===== config.mk =====
export PLATFORM = sky130hd
export DESIGN_NAME = hamming_enc_sched
export DESIGN_NICKNAME = d
export VERILOG_FILES = /design/src/rtl/hamming_enc_sched.sv
export SDC_FILE = /design/constraint.sdc
export NUM_CORES = 1
export LEC_CHECK = 0
export CAP_MARGIN = 30
export CORE_UTILIZATION = 51
export CTS_CLUSTER_DIAMETER = 60
export DETAILED_ROUTE_END_ITERATION = 10
export HOLD_SLACK_MARGIN = 0.06
export PLACE_DENSITY = 0.85
export SLEW_MARGIN = 25
export SYNTH_ARGS = -nofsm -noshare
export SYNTH_HDL_FRONTEND = slang
export SYNTH_SLANG_ARGS = --single-unit
export TNS_END_PERCENT = 30

===== constraint.sdc =====
create_clock -name clk -period 4.15 [get_ports clk]
set_input_delay 0.83 -clock clk [delete_from_list [all_inputs] [get_ports clk]]
set_output_delay 0.83 -clock clk [all_outputs]
set_load 0.03 [all_outputs]

===== src/rtl/hamming_enc_sched.sv =====
// Round-robin scheduler sharing one Hamming(16,11) SECDED encoder between two
// 11-bit requesters, with a registered valid/ready codeword output stage.

module hamming_enc_core (
  input  logic        enc_en,
  input  logic [0:10] data,
  output logic [0:15] code
);
  logic       p1, p2, p4, p8;
  logic [0:14] hcode;

  // Parity bit at position 2^k covers every position whose index has bit k set
  always_comb begin
    p1    = data[0] ^ data[1] ^ data[3] ^ data[4] ^ data[6] ^ data[8] ^ data[10];
    p2    = data[0] ^ data[2] ^ data[3] ^ data[5] ^ data[6] ^ data[9] ^ data[10];
    p4    = data[1] ^ data[2] ^ data[3] ^ data[7] ^ data[8] ^ data[9] ^ data[10];
    p8    = ^data[4:10];
    hcode = {p1, p2, data[0], p4, data[1:3], p8, data[4:10]};
    code  = enc_en ? {hcode, ^hcode} : 16'h0000;
  end
endmodule

module hamming_enc_sched #(
  parameter int unsigned CNT_W = 16
) (
  input  logic             clk,
  input  logic             rst,
  input  logic             en,
  input  logic             in0_valid,
  input  logic [10:0]      in0_data,
  output logic             in0_ready,
  input  logic             in1_valid,
  input  logic [10:0]      in1_data,
  output logic             in1_ready,
  output logic             out_valid,
  input  logic             out_ready,
  output logic [15:0]      out_code,
  output logic             out_src,
  output logic [CNT_W-1:0] word_cnt
);
  localparam int unsigned DATA_W = 11;
  localparam int unsigned CODE_W = 16;

  typedef enum logic [1:0] {
    IDLE = 2'd0,
    ENC  = 2'd1,
    OUT  = 2'd2
  } state_t;

  state_t              state, next_state;
  logic                last_grant;
  logic                grant;
  logic                accept;
  logic                enc_en;
  logic [DATA_W-1:0]   hold_data;
  logic                hold_src;
  logic [CODE_W-1:0]   enc_code;

  // On a tie the requester that did not win last time is granted
  always_comb begin
    if (in0_valid && in1_valid) grant = ~last_grant;
    else                        grant = in1_valid;
    accept    = (state == IDLE) && en && (in0_valid || in1_valid) && !rst;
    in0_ready = accept && !grant;
    in1_ready = accept && grant;
  end

  always_ff @(posedge clk) begin
    if (rst) state <= IDLE;
    else     state <= next_state;
  end

  always_comb begin
    next_state = state;
    enc_en     = 1'b0;
    case (state)
      IDLE: if (accept) next_state = ENC;
      ENC: begin
        enc_en     = 1'b1;
        next_state = OUT;
      end
      OUT:  if (out_ready) next_state = IDLE;
      default: next_state = IDLE;
    endcase
  end

  hamming_enc_core u_enc (
    .enc_en (enc_en),
    .data   (hold_data),
    .code   (enc_code)
  );

  // Hold register, output stage and saturating handoff counter
  always_ff @(posedge clk) begin
    if (rst) begin
      last_grant <= 1'b1;
      hold_data  <= '0;
      hold_src   <= 1'b0;
      out_valid  <= 1'b0;
      out_code   <= '0;
      out_src    <= 1'b0;
      word_cnt   <= '0;
    end else begin
      if (accept) begin
        hold_data  <= grant ? in1_data : in0_data;
        hold_src   <= grant;
        last_grant <= grant;
      end
      if (state == ENC) begin
        out_code  <= enc_code;
        out_src   <= hold_src;
        out_valid <= 1'b1;
      end
      if ((state == OUT) && out_ready) begin
        out_valid <= 1'b0;
        if (word_cnt != {CNT_W{1'b1}}) word_cnt <= word_cnt + CNT_W'(1);
      end
    end
  end
endmodule


[Word level (Yosys, flattened, before mapping)]
Index checks and enable logic that the tools add are counted.
Word-level totals
  output and inout bits: 36
  word-level logic and storage cells: 56
  bits in registers: 49
  input port bits: 28
Operators by class
  eq/ne operators: 5
  muxes and demuxes: 7
  bitwise operators: 19
  reductions and logical operators: 16
  add/subtract/negate cells: 1
Operators with widths (number)
  1-bit bitwise XOR: 18
  16-bit by 1-bit adder with 16-bit output, second input constant: 1
  16-bit two-way mux: 1
  16-bit inequality test, second input constant: 1
  15-bit parity: 1
  11-bit two-way mux: 1
  1-bit logical AND: 7
  7-bit parity: 1
  2-bit case mux with 3 select lines: 1
  2-bit two-way mux: 2
  2-bit inequality test, second input constant: 2
  2-bit AND reduction: 2
  2-bit by 1-bit == test with 1-bit output, second input constant: 1
  2-bit == test, second input constant: 1
  1-bit logical NOT: 2
  2-bit logical NOT: 1
  1-bit two-way mux: 2
  2-bit OR reduction: 1
  1-bit logical OR: 1
  1-bit NOT: 1

[Logic depth before layout (Yosys ltp)]
  depth after elaboration: 8
  mapped depth: 7
  mapped depth without buffers: 6

[Modules after synthesis]
From an unflattened synthesis, not the netlist that was laid out.
Unflattened totals
  cell total of the unflattened synthesis: 273
  area, all modules: 2406.1 sq um
By module, submodules not included
  hamming_enc_sched: times used 1, cells each 240, seq. area each 980.9 sq um, area an instance 2104.5 sq um
  hamming_enc_core: times used 1, cells each 33, seq. area each 0.0 sq um, area an instance 301.5 sq um

[Worst setup path before layout]
Ideal clock, no wire load.
  path kind: input to output
  start: in in1_valid
  end: out in0_ready
  cell stages on the path: 3
  arrival time: 1898 ps
  required time: 3320 ps
  slack: 1422 ps
  buffers on the path: 1
  cell sequence: a21boi_1 -> buf_2 -> nor3_1
Between the ends
  cells in the longest elaborated chain, start to end: 4
  elaborated cells on any way between the ends: 7
  those cells by class: 1 x mux; 6 x reduce/logical
Ends and longest elaborated chain
  from (decl): RTL line 32  | input logic in1_valid,
  1-bit logical AND or 1-bit logical OR (tied branches): RTL line 61, 63
  1-bit two-way mux or 1-bit logical AND (tied branches): RTL line 61, 63
  1-bit logical NOT or 1-bit logical AND (tied branches): RTL line 64, 63
  1-bit logical AND (*): RTL line 64  | in0_ready = accept && !grant;
  to (decl): RTL line 31  | output logic in0_ready,
Mark *: on every way between the ends. The rest lies on a longest branch, timed or not.

[Worst setup path in the final report]
  start: in in0_valid
  end: out in0_ready
Between the ends
  cells in the longest elaborated chain, start to end: 4
  elaborated cells on any way between the ends: 7
  those cells by class: 1 x mux; 6 x reduce/logical
Ends and longest elaborated chain
  from (decl): RTL line 29  | input logic in0_valid,
  1-bit logical AND or 1-bit logical OR (tied branches): RTL line 61, 63
  1-bit two-way mux or 1-bit logical AND (tied branches): RTL line 61, 63
  1-bit logical NOT or 1-bit logical AND (tied branches): RTL line 64, 63
  1-bit logical AND (*): RTL line 64
Marks and branches as above.

==> summary.md <==
| Metric | Value |
|---|---|
| Period minus WS final | `about 3.3 ns` |
| Leading area contributor after synthesis | `dfxtp_1` |
| Crit Reg-Reg Endpoint | `word_cnt[15]` |
| Final Cycle Share | `around four fifths` |
| Critical Path Fanout Max | `14` |
| Resized Gates After CTS | `0` |
| Final Routed Wirelength | `5081 um` |
| Number of flops mapped to enable cells by yosys | `0` |
| Site Rows | `23` |
| Worst flop-to-flop path startpoint | `state[1]` |
| Synthesis Warnings | `0` |
| Root Driver | `clkbuf_8` |
| Slew Limit Fails | `0` |
| WP data arrival | `2.48 ns` |
| Core area | `~4100 um2` |
| Layout cells sized above 1 | `under 10%` |
| CTS tree | `done` |
| Leak | `roughly 0.0011 uW` |
| Placement Cell Area | `between 2000 and 3000 um2` |
| CP Launch Type | `input pin` |
| Async set-reset flop share out of synthesis | `0%` |
| Distinct cell type count after synthesis | `34` |
| First-pass GRT wire length | `8224 um` |
| Kind of critical path | `in2out` |
| Synthesized instance count | `~250` |
| Hold Path Class | `reg2reg` |
| Flop2flop setup slack | `around 2.3 ns` |
| GR Overflow Total | `0` |
| Slew headroom | `around 57%` |
| RSZ-0062 raised after global routing | `false` |
| DR iter-0 viols | `just under 200` |
| Worst Hold Depth | `2` |
| Worst setup EP type | `output port` |
| Final setup TNS | `0 ns` |
| Synth area leaders | `dfxtp_1 (44%), xnor2_1 (8.6%), nand2_1 (6.5%), mux2i_1 (5.8%), nor2_1 (5.0%)` |
| Die width | `68.38 um` |
| Status | `complete, no violations` |
| Syn avg cell area | `roughly 8.8 um2` |
| Residual DRC | `0` |
| Final setup viols | `0` |
| Min-delay src | `out_code[12]` |
| DR pass1 iterations | `4` |
| Worst-skew pair later-pin latency | `around 0.31 ns` |
| CTS Sinks | `49` |
| Fin nets | `340` |
| Final design area excluding fillers | `between 3000 and 4000 um2` |
| GRT Util Overall | `23.72%` |
| Cts bufs inserted | `5` |
| Final hold viol count | `0` |
| Hold EP | `out_code[12]` |
| RePlAce Congestion | `approximately 0.8` |
| Count leader, synth | `dfxtp_1` |
| DR vias/cell | `5.412` |
| Data required time of the critical path | `~3.3 ns` |
| Initial antenna violation count | `0` |
| Synth Flop Type | `dfxtp_1` |
| CTS max path bufs | `2` |
| Mapped Nets | `roughly 280` |
| CTS Hold Bufs | `0` |
| PortBufs | `between 60 and 70` |
| Worst-case reg-to-reg path depth | `5` |
| Initial Utilization | `a little over half` |
| Htree depth | `2` |
| Sequential fraction of the synthesis area | `between 40 and 50%` |
| Worst Clk Skew | `between 0.006 and 0.007 ns` |
| VDD IR max | `0.1872 mV` |
| Post-synthesis cell area | `~2200 um2` |
| Ant diodes | `0` |
| I/O Pins | `64` |
| Reg clk slew, reported paths | `~0.080 ns` |
| Die ar. | `~4700 um2` |
| Layout area overhead | `34.91%` |
| Vias in the first global route | `approximately 1,800` |
| Post-synth top cells | `dfxtp_1 (49), nand2_1 (39), nor2_1 (30)` |
| Top-area cell type share of the netlist area | `between 40% and 50%` |
| Seq cells post-synth | `49` |
| Pwr/cell area | `~370 nW/um2` |
| Avg WL per Cell | `roughly 14 um` |
| Pin count of the biggest net entering global routing | `50` |
| Maxcap violations | `0` |
| DP Wirelength | `3549 um` |
| Detailed-route via count | `a little under 2,000` |
| Worst-margin pin slew | `between 0.6 and 0.7 ns` |
| Post-CTS Setup Inserts | `0` |
| Antenna-violating nets left | `0` |
| Max Freq | `around 0.30 GHz` |
| Die H | `68.38 um` |
state kept, by name (all words and copies together), names as in the netlist:
register    cells
out_valid       1
state           2
out_src         1
word_cnt       16
hold_data      11
out_code       16
last_grant      1
hold_src        1
logic make-up (layout without fill, tap and decap cells):
group | count (synthesis) | count (layout) | synth area share (%)
AOI/OAI and AO/OA | 44 | 44 | 12.75
buffers and inverters | 16 | 74 | 2.784
adders and majority gates | 1 | 1 | 0.5567
muxes | 13 | 13 | 5.790
DFF | 49 | 49 | 43.65
and+or+nand+nor | 97 | 97 | 19.65
xor gates and xnor gates | 34 | 34 | 14.81
layer usage:
metal / vias to the layer above / track usage (%) / routed length, um
met2: 59 / 38.73 / 2429
met4: 0 / 10.42 / 90
li1: 978 / - / -
met5: - / 0 / 0
met3: 8 / 4.000 / 248
met1: 914 / 30.42 / 2312
layout make-up:
class / instances / area, um2
Sequential cell: 49 / 980.9
Multi-Input combinational cell: 189 / 1204
Tap cell: 50 / 62.56
Fill cell: 317 / 1084
Clock buffer: 5 / 68.82
Timing Repair Buffer: 66 / 650.6
Clock inverter: 3 / 65.06
power by group:
group          total [uW]  switching (uW)  internal, uW  leakage (uW)
clock                 397             157           239     0.0000681
sequential            515            23.1           492      0.000398
combinational         219            99.8           119      0.000620
total                1130             280           850       0.00109
how the worst max path moves through the flow:
stage | cells past startpoint | slack, ns | start | to
floorplan | 3 | 1.42 | in1_valid | in0_ready
global placement | 5 | 0.87 | in0_valid | in0_ready
detailed placement | 5 | 0.86 | in0_valid | in0_ready
CTS | 5 | 0.84 | in0_valid | in0_ready
global route | 5 | 0.79 | in0_valid | in0_ready
finish | 5 | 0.84 | in0_valid | in0_ready
stage by stage:
stage                     setup slack (ns)  hold WS [ns]  instances  power [uW]  utilization [%]
final                               0.8441        0.4521        362        1131            73.67
after global routing                0.7851        0.4788        362        1176            73.67
after CTS                           0.8368        0.4557        362        1134            73.67
after detailed placement            0.8551        0.4437        354       744.4            70.42
after global placement              0.8697        0.4402        353       738.6            70.23
after floorplan                      1.422        0.4323        254       676.1                -
cells in the final DEF (no fill, tap or decap), types with 2 or more instances in the layout:
| master | synthesis | routed |
|---|---|---|
| clkbuf_8 | 0 | 5 |
| xor2_1 | 9 | 9 |
| xnor2_1 | 22 | 22 |
| clkdlybuf4s50_1 | 0 | 62 |
| nor3_1 | 4 | 4 |
| xnor3_1 | 2 | 2 |
| o211ai_1 | 3 | 3 |
| nor2_1 | 30 | 30 |
| and2_1 | 2 | 2 |
| dfxtp_1 | 49 | 49 |
| a21oi_1 | 20 | 20 |
| nor4_1 | 2 | 2 |
| a211oi_1 | 13 | 13 |
| a21boi_1 | 2 | 2 |
| mux2i_1 | 13 | 13 |
| nand4_1 | 2 | 2 |
| and3_1 | 7 | 7 |
| buf_4 | 0 | 4 |
| nor2b_1 | 2 | 2 |
| bufinv_16 | 0 | 2 |
| nand3_1 | 3 | 3 |
| nand2_1 | 39 | 39 |
critical path, stage by stage:
cell	delay [ns]
clkdlybuf4s50_1	0.50
a21boi_1	0.07
buf_4	0.20
nor3_1	0.17
clkdlybuf4s50_1	0.70
(Power assumes the default switching activity.)
